### src/rtl/pkt_fifo_sc_if.sv
// Handshake bundle for the single-clock packet FIFO: writer side, reader side and status.
// The master modport is the producer/consumer view; slave is the FIFO itself.
interface pkt_fifo_sc_if #(
  parameter int DWIDTH = 16
);
  logic              wen_i;
  logic [DWIDTH-1:0] data_i;
  logic              wlast_i;
  logic              wdrop_i;
  logic              full_o;
  logic              afull_o;
  logic              overflow_o;
  logic              drop_o;
  logic [15:0]       wcount_o;
  logic              ren_i;
  logic [DWIDTH-1:0] data_o;
  logic              last_o;
  logic              valid_o;
  logic              empty_o;
  logic              aempty_o;
  logic              underflow_o;
  logic [15:0]       rcount_o;
  logic [15:0]       pkt_count_o;

  modport master (
    output wen_i, data_i, wlast_i, wdrop_i, ren_i,
    input  full_o, afull_o, overflow_o, drop_o, wcount_o,
    input  data_o, last_o, valid_o, empty_o, aempty_o, underflow_o, rcount_o, pkt_count_o
  );

  modport slave (
    input  wen_i, data_i, wlast_i, wdrop_i, ren_i,
    output full_o, afull_o, overflow_o, drop_o, wcount_o,
    output data_o, last_o, valid_o, empty_o, aempty_o, underflow_o, rcount_o, pkt_count_o
  );
endinterface

### src/rtl/pkt_fifo_sc.sv
// Single-clock packet FIFO: speculative writes are committed on the last word or rewound on drop/overflow,
// and the reader sees only committed packets in first-word-fall-through order.
module pkt_fifo_sc #(
  parameter int DWIDTH       = 16,
  parameter int DEPTH        = 64,
  parameter int AFULLOFFSET  = 4,
  parameter int AEMPTYOFFSET = 1
) (
  input logic          wclk_i,
  input logic          rst,
  pkt_fifo_sc_if.slave bus
);
  localparam int AWIDTH    = $clog2(DEPTH);
  localparam int CW        = AWIDTH + 1;
  localparam int AFULL_INT = DEPTH - AFULLOFFSET;
  localparam logic [CW-1:0] DEPTH_LVL  = DEPTH[CW-1:0];
  localparam logic [CW-1:0] AFULL_LVL  = AFULL_INT[CW-1:0];
  localparam logic [CW-1:0] AEMPTY_LVL = AEMPTYOFFSET[CW-1:0];

  logic [DWIDTH:0] mem [DEPTH];
  logic [CW-1:0]   wr_ptr, commit_ptr, rd_ptr, pkt_cnt;
  logic            err, overflow_q, underflow_q, drop_q;
  logic [CW-1:0]   wcount, rcount;
  logic [DWIDTH:0] head;
  logic            full, valid, accept, rewind, commit, pop, pop_last;

  assign wcount = wr_ptr - rd_ptr;
  assign rcount = commit_ptr - rd_ptr;
  assign full   = (wcount == DEPTH_LVL);
  assign valid  = (rcount != '0);
  assign head   = mem[rd_ptr[AWIDTH-1:0]];

  // A last word arriving on an errored packet, or hitting a full FIFO, ends that packet as a drop.
  assign accept   = bus.wen_i & ~full & ~bus.wdrop_i;
  assign rewind   = bus.wdrop_i | (bus.wen_i & bus.wlast_i & (err | full));
  assign commit   = accept & bus.wlast_i & ~err;
  assign pop      = bus.ren_i & valid;
  assign pop_last = pop & head[DWIDTH];

  always_ff @(posedge wclk_i) begin
    if (accept) begin
      mem[wr_ptr[AWIDTH-1:0]] <= {bus.wlast_i, bus.data_i};
    end
  end

  always_ff @(posedge wclk_i) begin
    if (!rst) begin
      wr_ptr      <= '0;
      commit_ptr  <= '0;
      rd_ptr      <= '0;
      pkt_cnt     <= '0;
      err         <= 1'b0;
      overflow_q  <= 1'b0;
      underflow_q <= 1'b0;
      drop_q      <= 1'b0;
    end else begin
      overflow_q  <= bus.wen_i & full & ~bus.wdrop_i;
      underflow_q <= bus.ren_i & ~valid;
      drop_q      <= rewind;
      if (rewind) begin
        wr_ptr <= commit_ptr;
        err    <= 1'b0;
      end else begin
        if (accept) begin
          wr_ptr <= wr_ptr + 1'b1;
        end
        if (commit) begin
          commit_ptr <= wr_ptr + 1'b1;
        end
        if (bus.wen_i & full) begin
          err <= 1'b1;
        end
      end
      if (pop) begin
        rd_ptr <= rd_ptr + 1'b1;
      end
      if (commit & ~pop_last) begin
        pkt_cnt <= pkt_cnt + 1'b1;
      end else if (pop_last & ~commit) begin
        pkt_cnt <= pkt_cnt - 1'b1;
      end
    end
  end

  // Counts are zero-extended to 16 bits, saturating only when the pointer space is wider.
  generate
    if (CW > 16) begin : g_sat
      assign bus.wcount_o    = (wcount  > CW'(16'hFFFF)) ? 16'hFFFF : wcount[15:0];
      assign bus.rcount_o    = (rcount  > CW'(16'hFFFF)) ? 16'hFFFF : rcount[15:0];
      assign bus.pkt_count_o = (pkt_cnt > CW'(16'hFFFF)) ? 16'hFFFF : pkt_cnt[15:0];
    end else begin : g_ext
      assign bus.wcount_o    = 16'(wcount);
      assign bus.rcount_o    = 16'(rcount);
      assign bus.pkt_count_o = 16'(pkt_cnt);
    end
  endgenerate

  assign bus.full_o      = full;
  assign bus.afull_o     = (wcount >= AFULL_LVL);
  assign bus.overflow_o  = overflow_q;
  assign bus.drop_o      = drop_q;
  assign bus.data_o      = head[DWIDTH-1:0];
  assign bus.last_o      = head[DWIDTH];
  assign bus.valid_o     = valid;
  assign bus.empty_o     = ~valid;
  assign bus.aempty_o    = (rcount <= AEMPTY_LVL);
  assign bus.underflow_o = underflow_q;
endmodule

### src/flat_wrapper.sv
// flat-port wrapper written by rule: the top's interface ports become plain ports
module pkt_fifo_sc_flat 
#(
  parameter int DWIDTH       = 16,
  parameter int DEPTH        = 64,
  parameter int AFULLOFFSET  = 4,
  parameter int AEMPTYOFFSET = 1
)
  (wclk_i, rst, bus_wen_i, bus_data_i, bus_wlast_i, bus_wdrop_i, bus_ren_i, bus_full_o, bus_afull_o, bus_overflow_o, bus_drop_o, bus_wcount_o, bus_data_o, bus_last_o, bus_valid_o, bus_empty_o, bus_aempty_o, bus_underflow_o, bus_rcount_o, bus_pkt_count_o);
  pkt_fifo_sc_if #(.DWIDTH(DWIDTH)) bus_i ();
  input logic wclk_i;
  input logic rst;
  input wire logic [$bits(bus_i.wen_i)-1:0] bus_wen_i;
  input wire logic [$bits(bus_i.data_i)-1:0] bus_data_i;
  input wire logic [$bits(bus_i.wlast_i)-1:0] bus_wlast_i;
  input wire logic [$bits(bus_i.wdrop_i)-1:0] bus_wdrop_i;
  input wire logic [$bits(bus_i.ren_i)-1:0] bus_ren_i;
  output wire logic [$bits(bus_i.full_o)-1:0] bus_full_o;
  output wire logic [$bits(bus_i.afull_o)-1:0] bus_afull_o;
  output wire logic [$bits(bus_i.overflow_o)-1:0] bus_overflow_o;
  output wire logic [$bits(bus_i.drop_o)-1:0] bus_drop_o;
  output wire logic [$bits(bus_i.wcount_o)-1:0] bus_wcount_o;
  output wire logic [$bits(bus_i.data_o)-1:0] bus_data_o;
  output wire logic [$bits(bus_i.last_o)-1:0] bus_last_o;
  output wire logic [$bits(bus_i.valid_o)-1:0] bus_valid_o;
  output wire logic [$bits(bus_i.empty_o)-1:0] bus_empty_o;
  output wire logic [$bits(bus_i.aempty_o)-1:0] bus_aempty_o;
  output wire logic [$bits(bus_i.underflow_o)-1:0] bus_underflow_o;
  output wire logic [$bits(bus_i.rcount_o)-1:0] bus_rcount_o;
  output wire logic [$bits(bus_i.pkt_count_o)-1:0] bus_pkt_count_o;
  assign bus_i.wen_i = bus_wen_i;
  assign bus_i.data_i = bus_data_i;
  assign bus_i.wlast_i = bus_wlast_i;
  assign bus_i.wdrop_i = bus_wdrop_i;
  assign bus_i.ren_i = bus_ren_i;
  assign bus_full_o = bus_i.full_o;
  assign bus_afull_o = bus_i.afull_o;
  assign bus_overflow_o = bus_i.overflow_o;
  assign bus_drop_o = bus_i.drop_o;
  assign bus_wcount_o = bus_i.wcount_o;
  assign bus_data_o = bus_i.data_o;
  assign bus_last_o = bus_i.last_o;
  assign bus_valid_o = bus_i.valid_o;
  assign bus_empty_o = bus_i.empty_o;
  assign bus_aempty_o = bus_i.aempty_o;
  assign bus_underflow_o = bus_i.underflow_o;
  assign bus_rcount_o = bus_i.rcount_o;
  assign bus_pkt_count_o = bus_i.pkt_count_o;
  pkt_fifo_sc #(.DWIDTH(DWIDTH), .DEPTH(DEPTH), .AFULLOFFSET(AFULLOFFSET), .AEMPTYOFFSET(AEMPTYOFFSET)) u_core (.wclk_i(wclk_i), .rst(rst), .bus(bus_i));
endmodule
### config.mk
export PLATFORM = sky130hd
export DESIGN_NAME = pkt_fifo_sc_flat
export DESIGN_NICKNAME = d
export VERILOG_FILES = /design/src/rtl/pkt_fifo_sc_if.sv /design/src/rtl/pkt_fifo_sc.sv /design/src/flat_wrapper.sv
export SDC_FILE = /design/constraint.sdc
export NUM_CORES = 1
export LEC_CHECK = 0
export BUFFER_PORTS_ARGS = -buffer_cell sky130_fd_sc_hd__buf_2
export CAP_MARGIN = 0
export CORE_MARGIN = 2
export CORE_UTILIZATION = 42
export CTS_BUF_LIST = sky130_fd_sc_hd__clkbuf_8
export DETAILED_ROUTE_END_ITERATION = 16
export PLACE_DENSITY = 0.58
export SYNTH_ARGS = -nofsm -noshare
export SYNTH_HDL_FRONTEND = slang
export SYNTH_SLANG_ARGS = --single-unit
### constraint.sdc
create_clock -name wclk_i -period 5.15 [get_ports wclk_i]
set_clock_uncertainty 0.2 [all_clocks]
set_input_delay 0.515 -clock wclk_i [delete_from_list [all_inputs] [get_ports wclk_i]]
set_output_delay 0.515 -clock wclk_i [all_outputs]
set_load 0.03 [all_outputs]
* Word-level counts from Yosys, hierarchy flattened
Memories as Yosys holds them, arrays and structs flattened. A register that Yosys moved wholly into a read port is not among the register bits. Cells that the tools add are included. W data, S select, Z words.
Word-level totals: logic and storage cells 54, RAM bits 1088, input port bits 22, memories kept 1, flip-flop bits (word level) 32, output and inout bits 73
Memories:
- u_core.mem | words 64, bits a word 17, read ports 1, clocked after memory_dff 1, wr ports 1, RTL line pkt_fifo_sc.sv:20 | logic [DWIDTH:0] mem [DEPTH];
Operators by class: add/subtract/negate cells 6, mux-type cells 8, reduce and logical (&&, ||, !) cells 5, bitwise logic cells 23, eq/ne operators 1, $lt $le $gt $ge 2
Operator list (number):
- $mux W7 | 4
- $add A7 B1 Y7 const B | 3
- $sub A7 B7 Y7 | 2
- $and A1 B1 Y1 | 13
- $mux W6 | 2
- $not A1 Y1 | 8
- $eq A7 B7 Y1 const B | 1
- $ge A7 B6 Y1 const B | 1
- $le A7 B1 Y1 const B | 1
- $reduce_bool A7 Y1 | 1
- $sub A7 B1 Y7 const B | 1
- $reduce_bool A2 Y1 | 2
- $mux W1 | 2
- $or A1 B1 Y1 | 2
- $reduce_and A2 Y1 | 1
- $reduce_or A2 Y1 | 1

* Depth between registers and ports, before layout
word-level depth 11, depth in mapped cells 19, mapped depth without buffers 19

* Least setup slack after synthesis
OpenSTA, ideal clock, no wires.
path kind register to register, from register u_core.rd_ptr[1], to memory u_core.mem[21][0] (netlist bit) (enable), stages on the path, launching flop included 11, path buffers 1, arrival time 4.212 ns, required time 4.538 ns, slack 0.326 ns, setup time 0.412 ns, cells stage by stage dfxtp_1 -> inv_1 -> ha_1 -> nor2b_1 -> o21a_1 -> o311ai_1 -> or4_4 -> nand2b_4 -> clkbuf_1 -> nand3_1 -> nor3_1
Between the ends: cells in the longest elaborated chain, start to end 7
Ends and longest elaborated chain:
- start: declaration | RTL line pkt_fifo_sc.sv:21 | logic [CW-1:0] wr_ptr, commit_ptr, rd_ptr, pkt_cnt;
- start signal: assignment | RTL line pkt_fifo_sc.sv:75 | rd_ptr <= rd_ptr + 1'b1;
- $sub A7 B7 Y7 | RTL line pkt_fifo_sc.sv:27 | assign wcount = wr_ptr - rd_ptr;
- net bus_wcount_o[5] | RTL line flat_wrapper.sv:22 | output wire logic [$bits(bus_i.wcount_o)-1:0] bus_wcount_o;
- $eq A7 B7 Y1 | RTL line pkt_fifo_sc.sv:29 | assign full = (wcount == DEPTH_LVL);
- $not A1 Y1 | RTL line pkt_fifo_sc.sv:34 | assign accept = bus.wen_i & ~full & ~bus.wdrop_i;
- $and A1 B1 Y1 (2 in a row) | RTL line pkt_fifo_sc.sv:34
- $mux W1 | RTL line pkt_fifo_sc.sv:41 | if (accept) begin
- $mux W1 (not written as such) | RTL line pkt_fifo_sc.sv:42 | mem[wr_ptr[AWIDTH-1:0]] <= {bus.wlast_i, bus.data_i};
- end: declaration | RTL line pkt_fifo_sc.sv:20
The timed path passes the listed nets, and every way through them passes these cells.

==> flow_summary.ini <==
[status]
status = completed

[floorplan]
num_io_pins = 95
start_util_pct = 42.47
die_area_um2 = 107700
core-area_um2 = 103900
dieWidth_um = 328.2
row_count = 118
die_h_um = 328.2

[cts]
cts_buffers = 180
clkTransAtPathRegs_ps = 60
clock_path_buffers = 3
htreeDepth = 4
worst_skew_pair.late_latency_ps = 830
cts_setup_buffers = 0
root_buffer = clkbuf_8
cts.sinks = 1126
cts_tree = built

[logic_synthesis]
synth_area_um2 = 44140
yosysMostFrequentCell = edfxtp_1
synth_area_leaders = edfxtp_1 74%, mux4_2 18%, dfxtp_1 1.7%
seq_area_frac_synth_pct = 75.73
synthDistinctLibCells = 58
synth_top_area_cell = edfxtp_1
ys.flop_type = edfxtp_1
synthAdderAreaFrac_pct = 0.7313
synth_compound_area_share_pct = 1.168
synth-seq-cells = 1126
ys_warn_count = 0
synth_top_family_by_area = multiplexers
synth_edf_count = 1088
synthMuxAreaShare_pct = 18.46
syn_avg_cell_area_um2 = 22.72
synthArstFlopShare_pct = 0
syn_inst = 1943
synthSimpleGateAreaFrac_pct = 1.924
synthXorXnorAreaFrac_pct = 0.3344
yosys.area.top_type_share_pct = 74.01
synthTopCellsByCount = 1,088 x edfxtp_1, 357 x mux4_2, 85 x nor2_1

[placed_design]
hpwl_mm = 61.94
port-buffer-count = 67
gp_congestion = 0.8174

[worst_setup_path]
critPathMaxFanout = 154
crit_chain = buf_12 > mux4_2 > mux4_2 > mux4_2 > buf_2
worstPathRequired_ps = 4430
cp.depth = 5
end_kind = primary output
crit_type = register to primary output
crit_family = multiplexers
start_kind = register
arrival_ps = 4310
reg2reg_depth = 19
cp_slowest_cell = buf_12
critPathMostFrequentCell = mux4_2
path_buf_inv = 2
crit_path_max_incr_delay_ps = 660

[sta]
setup_viol = 0
drv_slew = 0
finalHoldViolations = 0
maxSlewHeadroom_pct = 15.47
max_slew.worst_pin.slew_ps = 1268
fin_crit_ps = 5020
clock.fmax_ghz = 0.1992
hold_ws_ps = 144.4
tns_ps = 0
fin_crit_sh_pct = 97.48
rsz0062_at_grt = no

[global_route]
antenna_found_initial = 10
grt_max_degree = 155
gr-usage-all-layers_pct = 20.40
grt_pass1_wl_mm = 156.1
grt_pass1_vias = 21920
gr-total-overflow = 0

[final_layout]
syn2layout_area_growth_pct = 13.40
seq_area_um2 = 33450
multi_input_area_um2 = 10250
post-route-util_pct = 48.16
layout.nets = 2255
fill_cells = 8452
drive_gt1_share_pct = 35.34

[route]
drc_errors = 0
antenna_left = 0
wl_per_cell_um = 29.03
drt-initial-drc-count = 2471
vias = 21150
dr.pass1.iters = 5
wl_mm = 108.2
vias_per_cell = 5.675

[power]
p_leak_nw = 15.68
total_power_w = 0.01922
vdd_drop_max_mv = 0.2546
p_per_area_nw_per_um2 = 384.0

[worst_hold_path]
hold_depth = 2
hp-class = primary input to register

[job]
max-cap-violations = 0
final timing paths:
kind	from	to	slack, ps
worst min register to register	u_core.rd_ptr[2]$_SDFFE_PN0P_	register	310
worst max-delay path	register	bus_data_o[1]	130
worst min-delay path	bus_data_i[14]	u_core.mem[38][14]$_DFFE_PP_	140
worst max register to register	u_core.wr_ptr[0]$_SDFFE_PN0P_	u_core.pkt_cnt[6]$_SDFFE_PN0P_	410
registers in the layout (all words and copies together) (netlist names), named ones only:
| register | count |
|---|---|
| u_core.err | 1 |
| u_core.pkt_cnt | 7 |
| u_core.bus.drop_o | 1 |
| u_core.bus.underflow_o | 1 |
| u_core.rd_ptr | 7 |
| u_core.commit_ptr | 7 |
| u_core.wr_ptr | 7 |
| u_core.mem | 1088 |
| u_core.bus.overflow_o | 1 |
layer usage:
layer | vias up | track usage [%] | share of wire [%]
li1 | 8737 | - | -
met1 | 11480 | 29.35 | 44
met2 | 786 | 32.48 | 48
met3 | 141 | 3.690 | 6.3
met4 | 8 | 5.202 | 1.7
met5 | - | 0 | 0.052
what timing repair did:
item | in CTS | in global routing
resized for setup | 5 | 3
hold buffers | 6 | 0
endpoints found under the setup margin | 13 | 6
hold endpoints to repair | 16 | 0
metrics by stage:
step                cells  worst slack [ps]  area (um^2)
floorplan            1969             326.0        44240
global placement     3401             391.3        46780
detailed placement   3401             477.5        46780
CTS                  3720             26.19        50040
global route         3723             54.73        50050
finish               3727             129.8        50060
worst reg2reg max path: stages, from the launching register on:
cell and delay [ps]:
dfxtp_1 330, inv_1 90, ha_1 220, fa_1 420, nand2b_1 200, a21oi_1 190
xor2_1 140, or4_4 570, o21ai_1 180, inv_1 160, ha_1 240, inv_1 200
ha_1 320, a21o_1 200, a21oi_1 220, o21bai_1 90, a21oi_1 170, xnor2_1 90
or3_1 300, a21oi_1 140
final cells by class:
type	instances	area share [%]
Sequential cell	1126	66.81
Multi-Input combinational cell	689	20.48
Clock buffer	184	5.059
Tap cell	1380	3.449
Timing Repair Buffer	186	2.689
Clock inverter	129	1.277
Inverter	26	0.1949
Antenna cell	7	0.03499
where the power goes:
| part | switching [W] | internal [W] |
|---|---|---|
| combinational | 0.00126 | 0.000960 |
| sequential | 0.0000616 | 0.0101 |
| clock | 0.00344 | 0.00341 |
| total | 0.00476 | 0.0145 |
cells in the final DEF, fill, tap and decap left out, types with 9 or more instances in the layout:
cell type     n
buf_2        67
dfxtp_1      34
o21ai_0      10
edfxtp_1   1088
nand2_1      26
clkinv_1     39
mux4_2      357
ha_1         21
nor2_1       24
inv_1        89
nor2_2       61
buf_4       103
mux2i_1      11
clkbuf_8    184
xnor2_1      10
conb_1       27
nand3_1      18
clkinv_2     11
a21oi_1      20
nor2b_1       9
kinds of logic (layout without fill, tap and decap cells):
logic type | after synthesis | count (layout)
compound gates | 75 | 75
xor+xnor | 16 | 16
fa+ha+maj | 24 | 24
buf+inv | 154 | 525
flops | 1126 | 1126
mux | 368 | 368
other cells | 1 | 34
simple gates | 179 | 179
Note: power is estimated with default switching activity, not from simulation.
